$ cat src/rtl/flash_byte_read_fsm.sv
// rtl/flash_byte_read_fsm.sv - single-byte Avalon-MM flash read engine behind the access arbiter
// Fetches the 32-bit word holding the requested byte, returns that byte or a timeout marker.
module flash_byte_read_fsm #(
  parameter int unsigned TIMEOUT_CYCLES = 255,
  parameter logic [7:0]  TIMEOUT_DATA   = 8'hFF
) (
  input  logic        clk,
  input  logic        rst,
  input  logic        start_target_state_machine,
  input  logic [31:0] input_arguments,
  output logic        target_state_machine_finished,
  output logic [7:0]  recieved_data,
  output logic        timeout_flag,
  output logic        flash_mem_read,
  output logic [22:0] flash_mem_address,
  output logic [3:0]  flash_mem_byteenable,
  input  logic        flash_mem_waitrequest,
  input  logic [31:0] flash_mem_readdata,
  input  logic        flash_mem_readdatavalid
);

  typedef enum logic [1:0] {
    IDLE      = 2'd0,
    ISSUE     = 2'd1,
    WAIT_DATA = 2'd2,
    DONE      = 2'd3
  } state_t;

  localparam logic [15:0] COUNT_LAST = 16'(TIMEOUT_CYCLES - 1);

  state_t      state, state_next;
  logic [15:0] counter, counter_next;
  logic [22:0] word_addr;
  logic [1:0]  lane;
  logic        load_result;
  logic [7:0]  result_data;
  logic        result_timeout;
  logic [7:0]  lane_byte;
  logic        unused_arg_bits;

  // Bits above the 25-bit byte address are don't-care.
  assign unused_arg_bits = ^input_arguments[31:25];

  always_comb begin
    lane_byte = flash_mem_readdata[7:0];
    case (lane)
      2'd0: lane_byte = flash_mem_readdata[7:0];
      2'd1: lane_byte = flash_mem_readdata[15:8];
      2'd2: lane_byte = flash_mem_readdata[23:16];
      2'd3: lane_byte = flash_mem_readdata[31:24];
      default: lane_byte = flash_mem_readdata[7:0];
    endcase
  end

  always_comb begin
    state_next     = state;
    counter_next   = counter;
    load_result    = 1'b0;
    result_data    = TIMEOUT_DATA;
    result_timeout = 1'b1;
    case (state)
      IDLE: begin
        if (start_target_state_machine) begin
          state_next   = ISSUE;
          counter_next = 16'd0;
        end
      end
      ISSUE: begin
        // The timeout budget covers the whole request, including slave stalls.
        if (counter == COUNT_LAST) begin
          state_next  = DONE;
          load_result = 1'b1;
        end else begin
          counter_next = counter + 16'd1;
          if (!flash_mem_waitrequest) state_next = WAIT_DATA;
        end
      end
      WAIT_DATA: begin
        // Valid data wins over a coincident timeout.
        if (flash_mem_readdatavalid) begin
          state_next     = DONE;
          load_result    = 1'b1;
          result_data    = lane_byte;
          result_timeout = 1'b0;
        end else if (counter == COUNT_LAST) begin
          state_next  = DONE;
          load_result = 1'b1;
        end else begin
          counter_next = counter + 16'd1;
        end
      end
      DONE: state_next = IDLE;
      default: state_next = IDLE;
    endcase
  end

  always_ff @(posedge clk or posedge rst) begin
    if (rst) begin
      state         <= IDLE;
      counter       <= 16'd0;
      word_addr     <= 23'd0;
      lane          <= 2'd0;
      recieved_data <= 8'h00;
      timeout_flag  <= 1'b0;
    end else begin
      state   <= state_next;
      counter <= counter_next;
      if (state == IDLE && start_target_state_machine) begin
        word_addr <= input_arguments[24:2];
        lane      <= input_arguments[1:0];
      end
      if (load_result) begin
        recieved_data <= result_data;
        timeout_flag  <= result_timeout;
      end
    end
  end

  assign flash_mem_read                = (state == ISSUE);
  assign target_state_machine_finished = (state == DONE);
  assign flash_mem_address             = word_addr;
  assign flash_mem_byteenable          = 4'b1111;

endmodule

$ cat config.mk
export PLATFORM = sky130hd
export DESIGN_NAME = flash_byte_read_fsm
export DESIGN_NICKNAME = d
export VERILOG_FILES = /design/src/rtl/flash_byte_read_fsm.sv
export SDC_FILE = /design/constraint.sdc
export NUM_CORES = 1
export LEC_CHECK = 0
export ABC_AREA = 1
export CORE_ASPECT_RATIO = 1.2
export CORE_MARGIN = 2
export CORE_UTILIZATION = 40
export CTS_CLUSTER_DIAMETER = 200
export DETAILED_ROUTE_END_ITERATION = 7
export PLACE_DENSITY = 0.77
export SYNTH_ARGS = -nofsm -noshare
export SYNTH_HDL_FRONTEND = slang
export SYNTH_SLANG_ARGS = --single-unit
$ cat constraint.sdc
create_clock -name clk -period 1.8 [get_ports clk]
set_clock_uncertainty 0.1 [all_clocks]
set_input_delay 0.54 -clock clk [delete_from_list [all_inputs] [get_ports clk]]
set_output_delay 0.54 -clock clk [all_outputs]
set_load 0.02 [all_outputs]
==> flow_metrics.py, run 1 <==
metrics = {
    "run_status": {
        "status": "finished clean",
    },
    "yosys": {
        "ys_async_sr_fraction_pct": 100.0,
        "yosys_most_used_dff": "dfrtp_1",
        "syn_area_per_cell_um2": 8.801,
        "yosysSeqAreaShare_pct": 46.20,
        "ys_seq_elements": 52,
        "synth_area_um2": 2816,
        "ys_warn_count": 0,
        "yosysUniqueCellTypes": 28,
        "synth_edf_count": 0,
        "synth_cells": 320,
    },
    "critical_path": {
        "critical_path_required_ns": 1.16,
        "crit_chain": "inv_2, ha_2, buf_6",
        "max_stage_delay_ns": 0.45,
        "crit_path_end_kind": "output pin",
        "arrival_ns": 1.14,
        "start_kind": "flip-flop",
        "r2r_slack_ns": 0.05,
        "path_class": "reg2out",
        "crit_fanout": 4,
        "crit_path_top_delay_cell": "dfrtp_2",
        "r2r_end": "recieved_data[6]",
        "worstRegToRegCells": 8,
        "r2r_start": "state[0]",
    },
    "power": {
        "ir_worst_vdd_v": 0.0007399,
        "p_per_area_nw_per_um2": 1416,
        "p_leak_nw": 2.070,
    },
    "global_route": {
        "antenna_found_initial": 0,
        "grt_pass1_wl_mm": 11.41,
        "overflow": 0,
        "grt.total_usage_pct": 19.09,
        "grt_max_degree": 39,
        "grt_pass1_vias": 2597,
    },
    "die": {
        "die_x_um": 80.60,
        "die_h_um": 95.92,
        "core_um2": 6813,
        "placementRows": 33,
        "ioPinCount": 107,
        "start_util_pct": 41.34,
        "die-area_um2": 7731,
    },
    "clock_network": {
        "clk_pin_slew_ns": 0.10,
        "cts_root_buffer": "clkbuf_8",
        "cts_buffer_depth": 2,
        "clock_sinks": 52,
        "cts_tree": "yes",
        "h-tree-depth": 2,
        "clk_latency_ns": 0.31,
        "cts_buffers": 5,
    },
    "sta": {
        "period_share_pct": 99.06,
        "worst_pin_slew_ns": 0.5753,
        "relSlewSlack_pct": 61.50,
        "finalSetupViolCount": 0,
        "drv_slew": 0,
        "rsz0062_at_grt": "yes",
        "fin_crit_ns": 1.783,
        "hold_violations": 0,
        "max_freq_mhz": 560.8,
    },
    "layout": {
        "nFillCells": 577,
        "design_area_um2": 4393,
        "register_area_um2": 1303,
        "n_antenna_cell": 0,
        "final_util_pct": 64.48,
        "multi_input_area_um2": 1430,
        "drive_above_1_share_pct": 26.96,
        "finish.net_count": 546,
        "area_delta_synth_final_pct": 55.98,
    },
    "drt": {
        "via_per_inst": 4.758,
        "dr.pass1.iters": 4,
        "drc": 0,
        "ant_nets": 0,
        "wl_mm": 7.411,
        "drt-initial-drc-count": 120,
        "vias": 2655,
        "routedWlPerCell_um": 13.28,
    },
    "placed_design": {
        "hpwlAfterDp_mm": 5.489,
        "io_buffers": 95,
        "placed_area_um2": 4199,
        "gp_congestion": 0.8464,
    },
    "job": {
        "cap_viol_max_count": 0,
    },
    "hold_path": {
        "min_path_type": "reg2reg",
        "holdPathStages": 2,
        "min_to": "recieved_data[1]",
        "min-delay-start": "recieved_data[1]",
    },
}
repair_timing:
| item | in CTS | in global routing |
|---|---|---|
| buffers inserted | 4 | 3 |
| pin swaps | 2 | 8 |
| gates resized for setup | 49 | 18 |
| endpoints found under the setup margin | 50 | 26 |
| hold buffers | 0 | 0 |
| gates cloned | 0 | 1 |
how the worst max path moves through the flow:
stage / endpoint / slack [ns] / from / depth (start not counted)
CTS: flash_mem_read / -0.002 / state[1] / 3
finish: flash_mem_read / 0.02 / state[1] / 3
floorplan: counter[11] / 0.06 / state[0] / 8
global route: recieved_data[3] / -0.05 / state[0] / 8
detailed placement: counter[2] / -0.40 / flash_mem_readdatavalid / 7
global placement: counter[4] / -0.35 / flash_mem_readdatavalid / 7
layer usage:
metal	up-vias	routed length, µm	global-route usage, %
met5	-	0	0
met4	0	93	5.367
met3	9	490	4.503
met2	76	3947	36.67
met1	1232	2880	20.68
li1	1338	-	-
registers in the layout, summed over array words and instances (netlist names):
register and count:
timeout_flag 1, state 2, lane 2, flash_mem_address 23, recieved_data 8, counter 16
per-stage QoR:
stage	instances	TNS, ns	hold WS [ns]	worst slack, ns	total power, mW
floorplan	323	0	0.3913	0.05996	3.854
global placement	542	-6.336	0.3528	-0.3500	5.401
detailed placement	542	-7.718	0.3575	-0.3963	5.506
CTS	554	-0.002243	0.3780	-0.002243	6.097
global route	558	-0.4940	0.3910	-0.05418	6.667
finish	558	0	0.3727	0.01692	6.219
worst max-delay path, delay by kind of cell, from the launching register on:
family                     cells  cell delay [ns]
adders and majority gates      1             0.18
DFF                            1             0.45
buffers and inverters          2             0.20
cell families after synthesis:
family	share of synthesized area, %
adder cells (fa/ha/maj)	3.110
XOR/XNOR	2.799
AND/OR/NAND/NOR	25.37
other	0.1331
flip-flops	46.20
multiplexers	9.596
AO/OA/AOI/OAI	6.975
buffers and inverters	5.819
cells in the mapped netlist, types with 3 or more instances:
cell type	count	area [µm²]
a21oi_1	9	45.04
buf_4	5	37.54
clkinv_1	3	11.26
dfrtp_1	52	1301
ha_1	7	87.58
inv_1	23	86.33
mux2_2	24	270.3
nand2_1	86	322.8
nand2_2	6	37.54
nand3_1	39	195.2
nand4_1	3	18.77
nor2_1	22	82.58
o21ai_0	4	20.02
o21ai_1	4	20.02
o21ai_2	10	87.58
xor2_1	7	61.31
cells in the final DEF, fill, tap and decap left out, types with 3 or more instances in the layout:
cell / count
inv_1: 18
nand2_2: 11
xor2_1: 7
buf_12: 3
clkbuf_8: 5
nor2_1: 20
mux2_2: 24
o21ai_2: 9
clkdlybuf4s50_1: 61
nand4_1: 3
clkinv_1: 3
dlygate4sd2_1: 32
buf_6: 5
buf_4: 46
nand2_1: 82
a21oi_1: 9
nand3_1: 37
o21ai_0: 3
o21ai_1: 5
dfrtp_1: 51
conb_1: 4
inv_2: 5
ha_1: 4
cell type report:
cell class	instances	share of cell area, %
multi-input combinational	236	32.55
timing repair buffer	148	30.90
sequential	52	29.65
tap	87	2.478
inverter	27	2.392
clock buffer	6	1.652
clock inverter	2	0.3703
power by group:
group / internal (mW) / switching, mW / leakage [nW]
Sequential: 1.62 / 0.274 / 0.646
Combinational: 1.67 / 1.98 / 1.38
Clock: 0.278 / 0.398 / 0.0414
Total: 3.57 / 2.65 / 2.07
Note: power is estimated with default switching activity, not from simulation.
==> run 2, diff against run 1 <==
--- a/config.mk
+++ b/config.mk
@@ -11,7 +11,7 @@
 export CORE_UTILIZATION = 40
 export CTS_CLUSTER_DIAMETER = 200
 export DETAILED_ROUTE_END_ITERATION = 7
-export PLACE_DENSITY = 0.77
+export PLACE_DENSITY = 0.8
 export SYNTH_ARGS = -nofsm -noshare
 export SYNTH_HDL_FRONTEND = slang
 export SYNTH_SLANG_ARGS = --single-unit
==> run 2 against run 1 <==
Effect of this change: global-route usage is 0.99 points higher; die area stayed put; first-iteration DRC count is 36% lower; sequential power hardly changed.
==> flow_metrics.py, run 2 (synthesized netlist as in run 1, its figures left out) <==
metrics = {
    "clock_network": {
        "h-tree-depth": 2,
        "cts_tree": "yes",
        "ctsHoldBuffers": 0,
        "cts_root_buffer": "clkbuf_8",
        "clk_latency_ns": 0.31,
        "cts_buffers": 5,
        "clk_pin_slew_ns": 0.10,
        "cts_buffer_depth": 2,
        "clock_sinks": 52,
    },
    "die": {
        "die_h_um": 95.92,
        "die_x_um": 80.60,
        "start_util_pct": 41.34,
        "ioPinCount": 107,
        "core_um2": 6813,
        "placementRows": 33,
        "die-area_um2": 7731,
    },
    "critical_path": {
        "arrival_ns": 1.13,
        "path_class": "reg2out",
        "crit_buf_inv": 2,
        "crit_fanout": 3,
        "critical_path_required_ns": 1.16,
        "max_stage_delay_ns": 0.43,
        "crit_chain": "inv_2, ha_2, buf_6",
        "crit_family": "flip-flops",
        "crit_path_end_kind": "output pin",
        "start_kind": "flip-flop",
        "crit_path_top_delay_cell": "dfrtp_1",
    },
    "global_route": {
        "busiest_layer": "met2",
        "grt_util_met1_pct": 22.15,
        "overflow": 0,
        "grt.total_usage_pct": 20.08,
        "grt_pass1_wl_mm": 11.97,
        "grt_max_degree": 53,
        "met2_usage_pct": 36.11,
        "grt_pass1_vias": 2774,
        "antenna_found_initial": 0,
        "use_met3_pct": 3.565,
    },
    "placed_design": {
        "hpwlAfterDp_mm": 5.793,
        "placed_area_um2": 4159,
        "gp_congestion": 0.8012,
        "io_buffers": 95,
    },
    "layout": {
        "area_delta_synth_final_pct": 53.22,
        "largest_reg_flops": 23,
        "finish.net_count": 535,
        "drive_above_1_share_pct": 25.43,
        "mostFrequentLayoutCell": "nand2_1",
        "nFillCells": 583,
        "n_antenna_cell": 0,
        "design_area_um2": 4315,
        "mostFrequentLayoutCells": "nand2_1, clkdlybuf4s50_1, dfrtp_1",
    },
    "drt": {
        "drt-initial-drc-count": 77,
        "via_per_inst": 4.941,
        "ant_nets": 0,
        "dr.pass1.iters": 4,
        "routedWlPerCell_um": 14.08,
        "vias": 2703,
        "wl_mm": 7.700,
        "drc": 0,
    },
    "sta": {
        "drv_slew": 0,
        "hold_ws_ns": 0.3785,
        "hold_violations": 0,
        "max_freq_mhz": 566.5,
        "rsz0062_at_grt": "yes",
        "finalSetupViolCount": 0,
        "tns_ns": 0,
        "fin_crit_ns": 1.765,
        "period_share_pct": 98.08,
    },
    "power": {
        "p_leak_nw": 2.023,
        "ir_worst_vdd_v": 0.0006973,
        "p_per_area_nw_per_um2": 1419,
    },
    "run_status": {
        "status": "finished clean",
    },
    "hold_path": {
        "min_path_type": "reg2reg",
    },
    "job": {
        "cap_viol_max_count": 0,
    },
}
[run 2: metal layers]
metal | vias up | wire length (µm)
li1 | 1317 | -
met1 | 1260 | 2849
met2 | 102 | 4162
met3 | 24 | 387
met4 | 0 | 301
met5 | - | 0
[run 2: cell type report]
type | count | area, µm² | share of cell area [%]
Timing Repair Buffer | 136 | 1267 | 29.37
Clock inverter | 3 | 21.27 | 0.4929
Inverter | 27 | 105.1 | 2.435
Sequential cell | 52 | 1301 | 30.15
Clock buffer | 5 | 68.82 | 1.595
Multi-Input combinational cell | 237 | 1443 | 33.43
Tap cell | 87 | 108.9 | 2.522
[run 2: stage by stage]
| stage | setup slack [ns] | std cells | utilization, % | power, mW |
|---|---|---|---|---|
| 6_report | 0.03465 | 547 | 63.34 | 6.126 |
| 5_1_grt | -0.03016 | 547 | 63.34 | 6.564 |
| 4_1_cts | -0.002686 | 545 | 62.26 | 6.045 |
| 3_5_place_dp | -0.3263 | 535 | 61.05 | 5.514 |
| 3_3_place_gp | -0.3099 | 535 | 61.05 | 5.372 |
| 2_1_floorplan | 0.05996 | 323 | - | 3.854 |
[run 2: final timing paths]
path	startpoint	to	slack, ns	depth (start not counted)
setup / recovery	state[1]	flash_mem_read	0.03	3
hold / removal	recieved_data[6]	recieved_data[6]	0.38	2
setup reg to reg	state[1]	counter[2]	0.07	9
hold reg to reg	recieved_data[6]	recieved_data[6]	0.38	2
max in group asynchronous	rst	counter[5]	0.82	3
min in group asynchronous	rst	state[0]	0.54	3
[run 2: tightest hold or removal path: cells and delay by family, from the launching register on]
family | cells | cell delay (ns)
DFF | 1 | 0.35
and+or+nand+nor | 2 | 0.10
[run 2: power breakdown]
group          total [mW]  switching, mW  internal [mW]
clock network       0.684          0.407          0.277
registers            1.88          0.267           1.62
logic                3.56           1.98           1.58
total                6.13           2.66           3.47
[run 2: what timing repair did]
action / in CTS / in global routing
pin swaps: 1 / 8
resized for setup: 47 / 21
cloned: 1 / 1
buffers inserted: 1 / 1
setup endpoints to repair: 50 / 26
